[src/rtl/xil_mem_sp_arb.sv]
// Round-robin arbiter for two clients sharing one single-port byte-writable
// 512x32 block RAM, plus a sequencer that fills the array with INIT_VALUE.
module xil_mem_sp_arb #(
  parameter bit          CLEAR_ON_RESET = 1'b1,
  parameter logic [31:0] INIT_VALUE     = 32'h0000_0000
) (
  input  logic        clk,
  input  logic        rst_n,
  input  logic        i_a_req,
  input  logic [3:0]  i_a_wen,
  input  logic [8:0]  i_a_adr,
  input  logic [31:0] i_a_wdata,
  output logic        o_a_gnt,
  output logic        o_a_rvalid,
  output logic [31:0] o_a_rdata,
  input  logic        i_b_req,
  input  logic [3:0]  i_b_wen,
  input  logic [8:0]  i_b_adr,
  input  logic [31:0] i_b_wdata,
  output logic        o_b_gnt,
  output logic        o_b_rvalid,
  output logic [31:0] o_b_rdata,
  input  logic        i_clear,
  output logic        o_busy,
  output logic        o_mem_en,
  output logic [3:0]  o_mem_wen,
  output logic [8:0]  o_mem_adr,
  output logic [31:0] o_mem_wdata,
  input  logic [31:0] i_mem_rdata
);

  localparam int unsigned AW = 9;
  localparam int unsigned DW = 32;
  localparam int unsigned BW = 4;
  localparam logic [AW-1:0] LAST_ADR = {AW{1'b1}};

  typedef enum logic {
    ST_CLEAR = 1'b0,
    ST_SERVE = 1'b1
  } state_t;

  localparam state_t RESET_STATE = CLEAR_ON_RESET ? ST_CLEAR : ST_SERVE;

  state_t        state_q, state_d;
  logic [AW-1:0] cnt_q, cnt_d;
  logic          last_b_q, last_b_d;   // 1: B was granted most recently
  logic          a_rvalid_q, a_rvalid_d;
  logic          b_rvalid_q, b_rvalid_d;

  logic          a_gnt_c;
  logic          b_gnt_c;
  logic          mem_en_c;
  logic [BW-1:0] mem_wen_c;
  logic [AW-1:0] mem_adr_c;
  logic [DW-1:0] mem_wdata_c;

  // State, clear counter, round-robin pointer and read-valid flags
  always_ff @(posedge clk or negedge rst_n) begin
    if (!rst_n) begin
      state_q    <= RESET_STATE;
      cnt_q      <= '0;
      last_b_q   <= 1'b1;
      a_rvalid_q <= 1'b0;
      b_rvalid_q <= 1'b0;
    end else begin
      state_q    <= state_d;
      cnt_q      <= cnt_d;
      last_b_q   <= last_b_d;
      a_rvalid_q <= a_rvalid_d;
      b_rvalid_q <= b_rvalid_d;
    end
  end

  // Next state, arbitration and memory port mux
  always_comb begin
    state_d     = state_q;
    cnt_d       = cnt_q;
    last_b_d    = last_b_q;
    a_gnt_c     = 1'b0;
    b_gnt_c     = 1'b0;
    mem_en_c    = 1'b0;
    mem_wen_c   = '0;
    mem_adr_c   = '0;
    mem_wdata_c = '0;

    case (state_q)
      ST_CLEAR: begin
        mem_en_c    = 1'b1;
        mem_wen_c   = {BW{1'b1}};
        mem_adr_c   = cnt_q;
        mem_wdata_c = INIT_VALUE;
        cnt_d       = cnt_q + AW'(1);
        if (cnt_q == LAST_ADR) begin
          state_d = ST_SERVE;
        end
      end
      ST_SERVE: begin
        // A wins unless B is requesting and A was served last
        a_gnt_c = i_a_req & (~i_b_req | last_b_q);
        b_gnt_c = i_b_req & ~a_gnt_c;
        if (a_gnt_c) begin
          mem_en_c    = 1'b1;
          mem_wen_c   = i_a_wen;
          mem_adr_c   = i_a_adr;
          mem_wdata_c = i_a_wdata;
          last_b_d    = 1'b0;
        end else if (b_gnt_c) begin
          mem_en_c    = 1'b1;
          mem_wen_c   = i_b_wen;
          mem_adr_c   = i_b_adr;
          mem_wdata_c = i_b_wdata;
          last_b_d    = 1'b1;
        end
        if (i_clear) begin
          state_d = ST_CLEAR;
          cnt_d   = '0;
        end
      end
      default: begin
        state_d = RESET_STATE;
        cnt_d   = '0;
      end
    endcase

    a_rvalid_d = a_gnt_c & (i_a_wen == '0);
    b_rvalid_d = b_gnt_c & (i_b_wen == '0);
  end

  // Memory-facing and grant outputs are forced idle while reset is held
  assign o_a_gnt     = a_gnt_c & rst_n;
  assign o_b_gnt     = b_gnt_c & rst_n;
  assign o_mem_en    = mem_en_c & rst_n;
  assign o_mem_wen   = rst_n ? mem_wen_c : '0;
  assign o_mem_adr   = rst_n ? mem_adr_c : '0;
  assign o_mem_wdata = rst_n ? mem_wdata_c : '0;

  assign o_a_rvalid  = a_rvalid_q;
  assign o_b_rvalid  = b_rvalid_q;
  assign o_a_rdata   = i_mem_rdata;
  assign o_b_rdata   = i_mem_rdata;
  assign o_busy      = (state_q == ST_CLEAR);

endmodule
[config.mk]
export PLATFORM = sky130hd
export DESIGN_NAME = xil_mem_sp_arb
export DESIGN_NICKNAME = d
export VERILOG_FILES = /design/src/rtl/xil_mem_sp_arb.sv
export SDC_FILE = /design/constraint.sdc
export NUM_CORES = 1
export LEC_CHECK = 0
export CELL_PAD_IN_SITES_DETAIL_PLACEMENT = 0
export CELL_PAD_IN_SITES_GLOBAL_PLACEMENT = 1
export CORE_MARGIN = 10
export CORE_UTILIZATION = 15
export DETAILED_ROUTE_END_ITERATION = 16
export GPL_TIMING_DRIVEN = 0
export PLACE_DENSITY = 0.9
export SYNTH_ARGS = -nofsm -noshare
export SYNTH_HDL_FRONTEND = slang
export SYNTH_SLANG_ARGS = --single-unit
[constraint.sdc]
create_clock -name clk -period 1.7 [get_ports clk]
set_input_delay 0.17 -clock clk [delete_from_list [all_inputs] [get_ports clk]]
set_output_delay 0.17 -clock clk [all_outputs]
set_load 0.01 [all_outputs]
==> out/summary.md <==
After routing the design area is 0.00418 mm^2. Cells fill 36.3% of the core in the end. Smallest hold slack: 36.4 ps.

The worst min-delay path category was in2async. The number of clock buffers added by TritonCTS is 3. The worst path setup slack after routing is -167 ps, and the total standard cell area after synthesis is 0.00177 mm^2.

The global-route track usage on met1 came out at 10.7%. The average wire per standard cell is 18.8 um, and the post-synthesis sequential area ratio is 18.4%. After global routing, the most crowded layer is met2. Setup violations remaining at the end of the flow were counted as 45.

The post-detailed-route via-to-cell ratio is 4.28, and the clock transition time at the flip-flop clock pins of the worst setup and hold paths is 40 ps. The die covers 0.0166 mm^2. The top cell types in the final layout, fill and taps aside, are sky130_fd_sc_hd__clkdlybuf4s50_1 (156), sky130_fd_sc_hd__buf_4 (71), sky130_fd_sc_hd__a22o_1 (32), sky130_fd_sc_hd__buf_2 (30), sky130_fd_sc_hd__buf_6 (25).

At the worst endpoint, the arrival time is 1700 ps. Once detail routing completed, the nets flagged for antenna violations numbered 0. Total iterations of the first detailed-routing run: 4. The worst setup path is launched from a flip-flop. The via count of the first global-routing pass is 2647. The run gives 0 as the aggregate global routing overflow. The clock passes through at most 2 buffers. The tools report the net count of the mapped netlist as 348. The number of levels the H-tree was split into was 1; the wire length reported by the detailed router was 11000 um. For this block, the initial DRC count from the detailed router was 125. The area growth from synthesis to layout is 135%.

The met3 track demand over resource in global routing is 3.98%, and the number of antenna violations at the first check in global routing is 0. The most common cell after layout, fill and taps aside was sky130_fd_sc_hd__clkdlybuf4s50_1. Number of placed I/O pins: 242. Headroom to the max-slew limit came out at 62.1%.

The number of nets in the layout was 570. CTS placed an instance of sky130_fd_sc_hd__clkbuf_16 at the clock tree root. In this run, synthesis inferred 0 flip-flops with an integrated enable. In this run the critical register-to-register path is captured at cnt_q[8]. The run gives 219 as the number of instances in the synthesized netlist.

The areal power density over the cells came out at 495 mW/mm^2. The flow ran to the end, but the final reports show violations. Entering global routing, the biggest net connects 13 pins. For this run, the total global-route usage over all layers was measured as 12.0%.

The run gives 1167 as the number of filler instances in the final layout. The tools report the startpoint of the lowest-slack register-to-register path as cnt_q[1]. Of the cells placed in the final design, the portion with a size suffix greater than 1 is 33.4%. Measured in cells, the most critical reg-to-reg path has a length of 5.

The checks that failed: setup timing. The number of vias after detailed routing was 2498; the met2 usage was 25.4%. Width of the die: 129 um. The final hold violation count was 0. The most frequently used flop master after synthesis was sky130_fd_sc_hd__dfrtp_1.

The register-to-register path setup slack is 340 ps, and the static leakage is 0.00185 uW. TritonCTS built the clock tree. The clock drives 13 sinks. The worst setup path is of the reg2out kind.

In the routed design, unresolved DRC markers number 0. For this configuration, the core starts out at a cell density of 15.4%. For this run, asynchronously set or reset flops after synthesis account for 100%. Dividing the final minimum period by the clock period gives 110%. The number of flip-flops and latches in the synthesized netlist was 13; the number of max-slew violations in the final report was 0. The die is 129 um tall. For this run, the number of Yosys warnings is 0.

The quantity of I/O buffers inserted on ports was 207; the required time of the worst setup path was 1530 ps. For the number of core rows, the log shows 39. The area of the placeable core came out at 0.0115 mm^2. The average cell area after synthesis was 8.10 um^2; the distinct cell type count of the synthesized netlist was 35.

For the worst-skew pair, the clock arrives at the later sink with an insertion delay of 240 ps. Setup repair after global routing could not meet its margin everywhere. The run gives 15800 um as the wire length of the first global-routing pass.

The minimum period implied by the final worst setup slack was 1870 ps; the total cell area at the placement stage was 0.00403 mm^2. The repair_antennas step left the layout with diodes totalling 0. Detailed placement ended at an HPWL of 9310 um. Max-cap violations in this run came to 0.

At the pin with the least slew margin, the transition time is 566 ps. IR analysis of the VDD net gives a maximum drop of 341 uV. The maximum fanout encountered on the critical timing path came out at 5. Capturing element type of the critical path: an output pin.

Routability-driven placement finished with a final weighted congestion of 0.856. The logs give -5570 ps for the accumulated negative setup slack and 1.64 ps for the setup skew after layout. Based on the critical path, the design can be clocked at up to 536 MHz.
## metrics by stage
step | worst slack, ps | instances | power, uW
final | -167 | 583 | 2070
after global routing | -228 | 583 | 2210
after detailed placement | -1140 | 569 | 1640
after floorplan | 154 | 219 | 1020
after global placement | -1110 | 569 | 1600
after CTS | -238 | 581 | 2070
## power breakdown
group | internal [uW] | switching (uW)
Combinational | 685 | 407
Clock | 316 | 127
Sequential | 412 | 120
## layer usage
metal | routed length (um) | vias to the layer above
li1 | - | 1192
met1 | 3580 | 1176
met2 | 6250 | 123
met3 | 1070 | 7
met4 | 77 | 0
met5 | 0 | -
## how the worst max path moves through the flow
stage / start / slack (ps) / end
after floorplan: last_b_q / 150 / o_mem_adr[1]
after detailed placement: rst_n / -1140 / o_mem_wdata[17]
after CTS: last_b_q / -240 / o_mem_adr[4]
after global routing: last_b_q / -230 / o_mem_wdata[19]
after global placement: rst_n / -1110 / o_mem_wdata[17]
final: last_b_q / -170 / o_mem_wdata[8]
## synth_stat cells (3+ instances only)
master | count | area [um^2]
sky130_fd_sc_hd__nand2_1 | 17 | 63.8
sky130_fd_sc_hd__a21o_1 | 5 | 37.5
sky130_fd_sc_hd__o211ai_1 | 6 | 45.0
sky130_fd_sc_hd__buf_4 | 65 | 488
sky130_fd_sc_hd__o22ai_1 | 3 | 18.8
sky130_fd_sc_hd__a31oi_1 | 6 | 37.5
sky130_fd_sc_hd__a22o_1 | 32 | 280
sky130_fd_sc_hd__or4_1 | 3 | 22.5
sky130_fd_sc_hd__a221o_1 | 8 | 80.1
sky130_fd_sc_hd__nor2_1 | 3 | 11.3
sky130_fd_sc_hd__nand3_1 | 10 | 50.1
sky130_fd_sc_hd__buf_1 | 3 | 11.3
sky130_fd_sc_hd__buf_2 | 9 | 45.0
sky130_fd_sc_hd__and2_1 | 8 | 50.1
sky130_fd_sc_hd__dfrtp_1 | 12 | 300
## cells by family (layout without fill, tap and decap cells)
| group | count (synthesis) | in the layout | synth area share, % |
|---|---|---|---|
| compound gates | 67 | 67 | 30.5 |
| xor+xnor | 3 | 3 | 1.48 |
| flops | 13 | 13 | 18.4 |
| fa+ha+maj | 2 | 2 | 1.41 |
| simple gates | 50 | 50 | 15.1 |
| buf+inv | 84 | 305 | 33.1 |
## registers in the layout, summed over array words and instances (netlist names)
register / flops
o_a_rvalid: 1
state_q: 1
o_b_rvalid: 1
cnt_q: 9
last_b_q: 1
## worst max-delay path, stage by stage, from the launching register on
cell and delay (ps):
sky130_fd_sc_hd__dfstp_2 550, sky130_fd_sc_hd__nand2b_4 130, sky130_fd_sc_hd__and4_4 230, sky130_fd_sc_hd__buf_8 140, sky130_fd_sc_hd__buf_6 120, sky130_fd_sc_hd__a22o_1 170, sky130_fd_sc_hd__buf_6 120
## repair_timing
item | in CTS | in global routing
cloned | 5 | 1
gates resized for setup | 233 | 14
hold buffers | 1 | 0
pin swaps | 8 | 9
setup buffers | 3 | 2
endpoints found under the setup margin | 49 | 48
hold endpoints to repair | 12 | 0
## area by class of cell
cell class | count | area [um^2] | share of cell area, %
Buffer | 81 | 629 | 15.1
Clock buffer | 4 | 78.8 | 1.89
Inverter | 2 | 7.51 | 0.180
Multi-Input combinational cell | 122 | 875 | 20.9
Sequential cell | 13 | 327 | 7.82
Tap cell | 143 | 179 | 4.28
Timing Repair Buffer | 218 | 2080 | 49.8
Power figures use the tool's default switching activity.
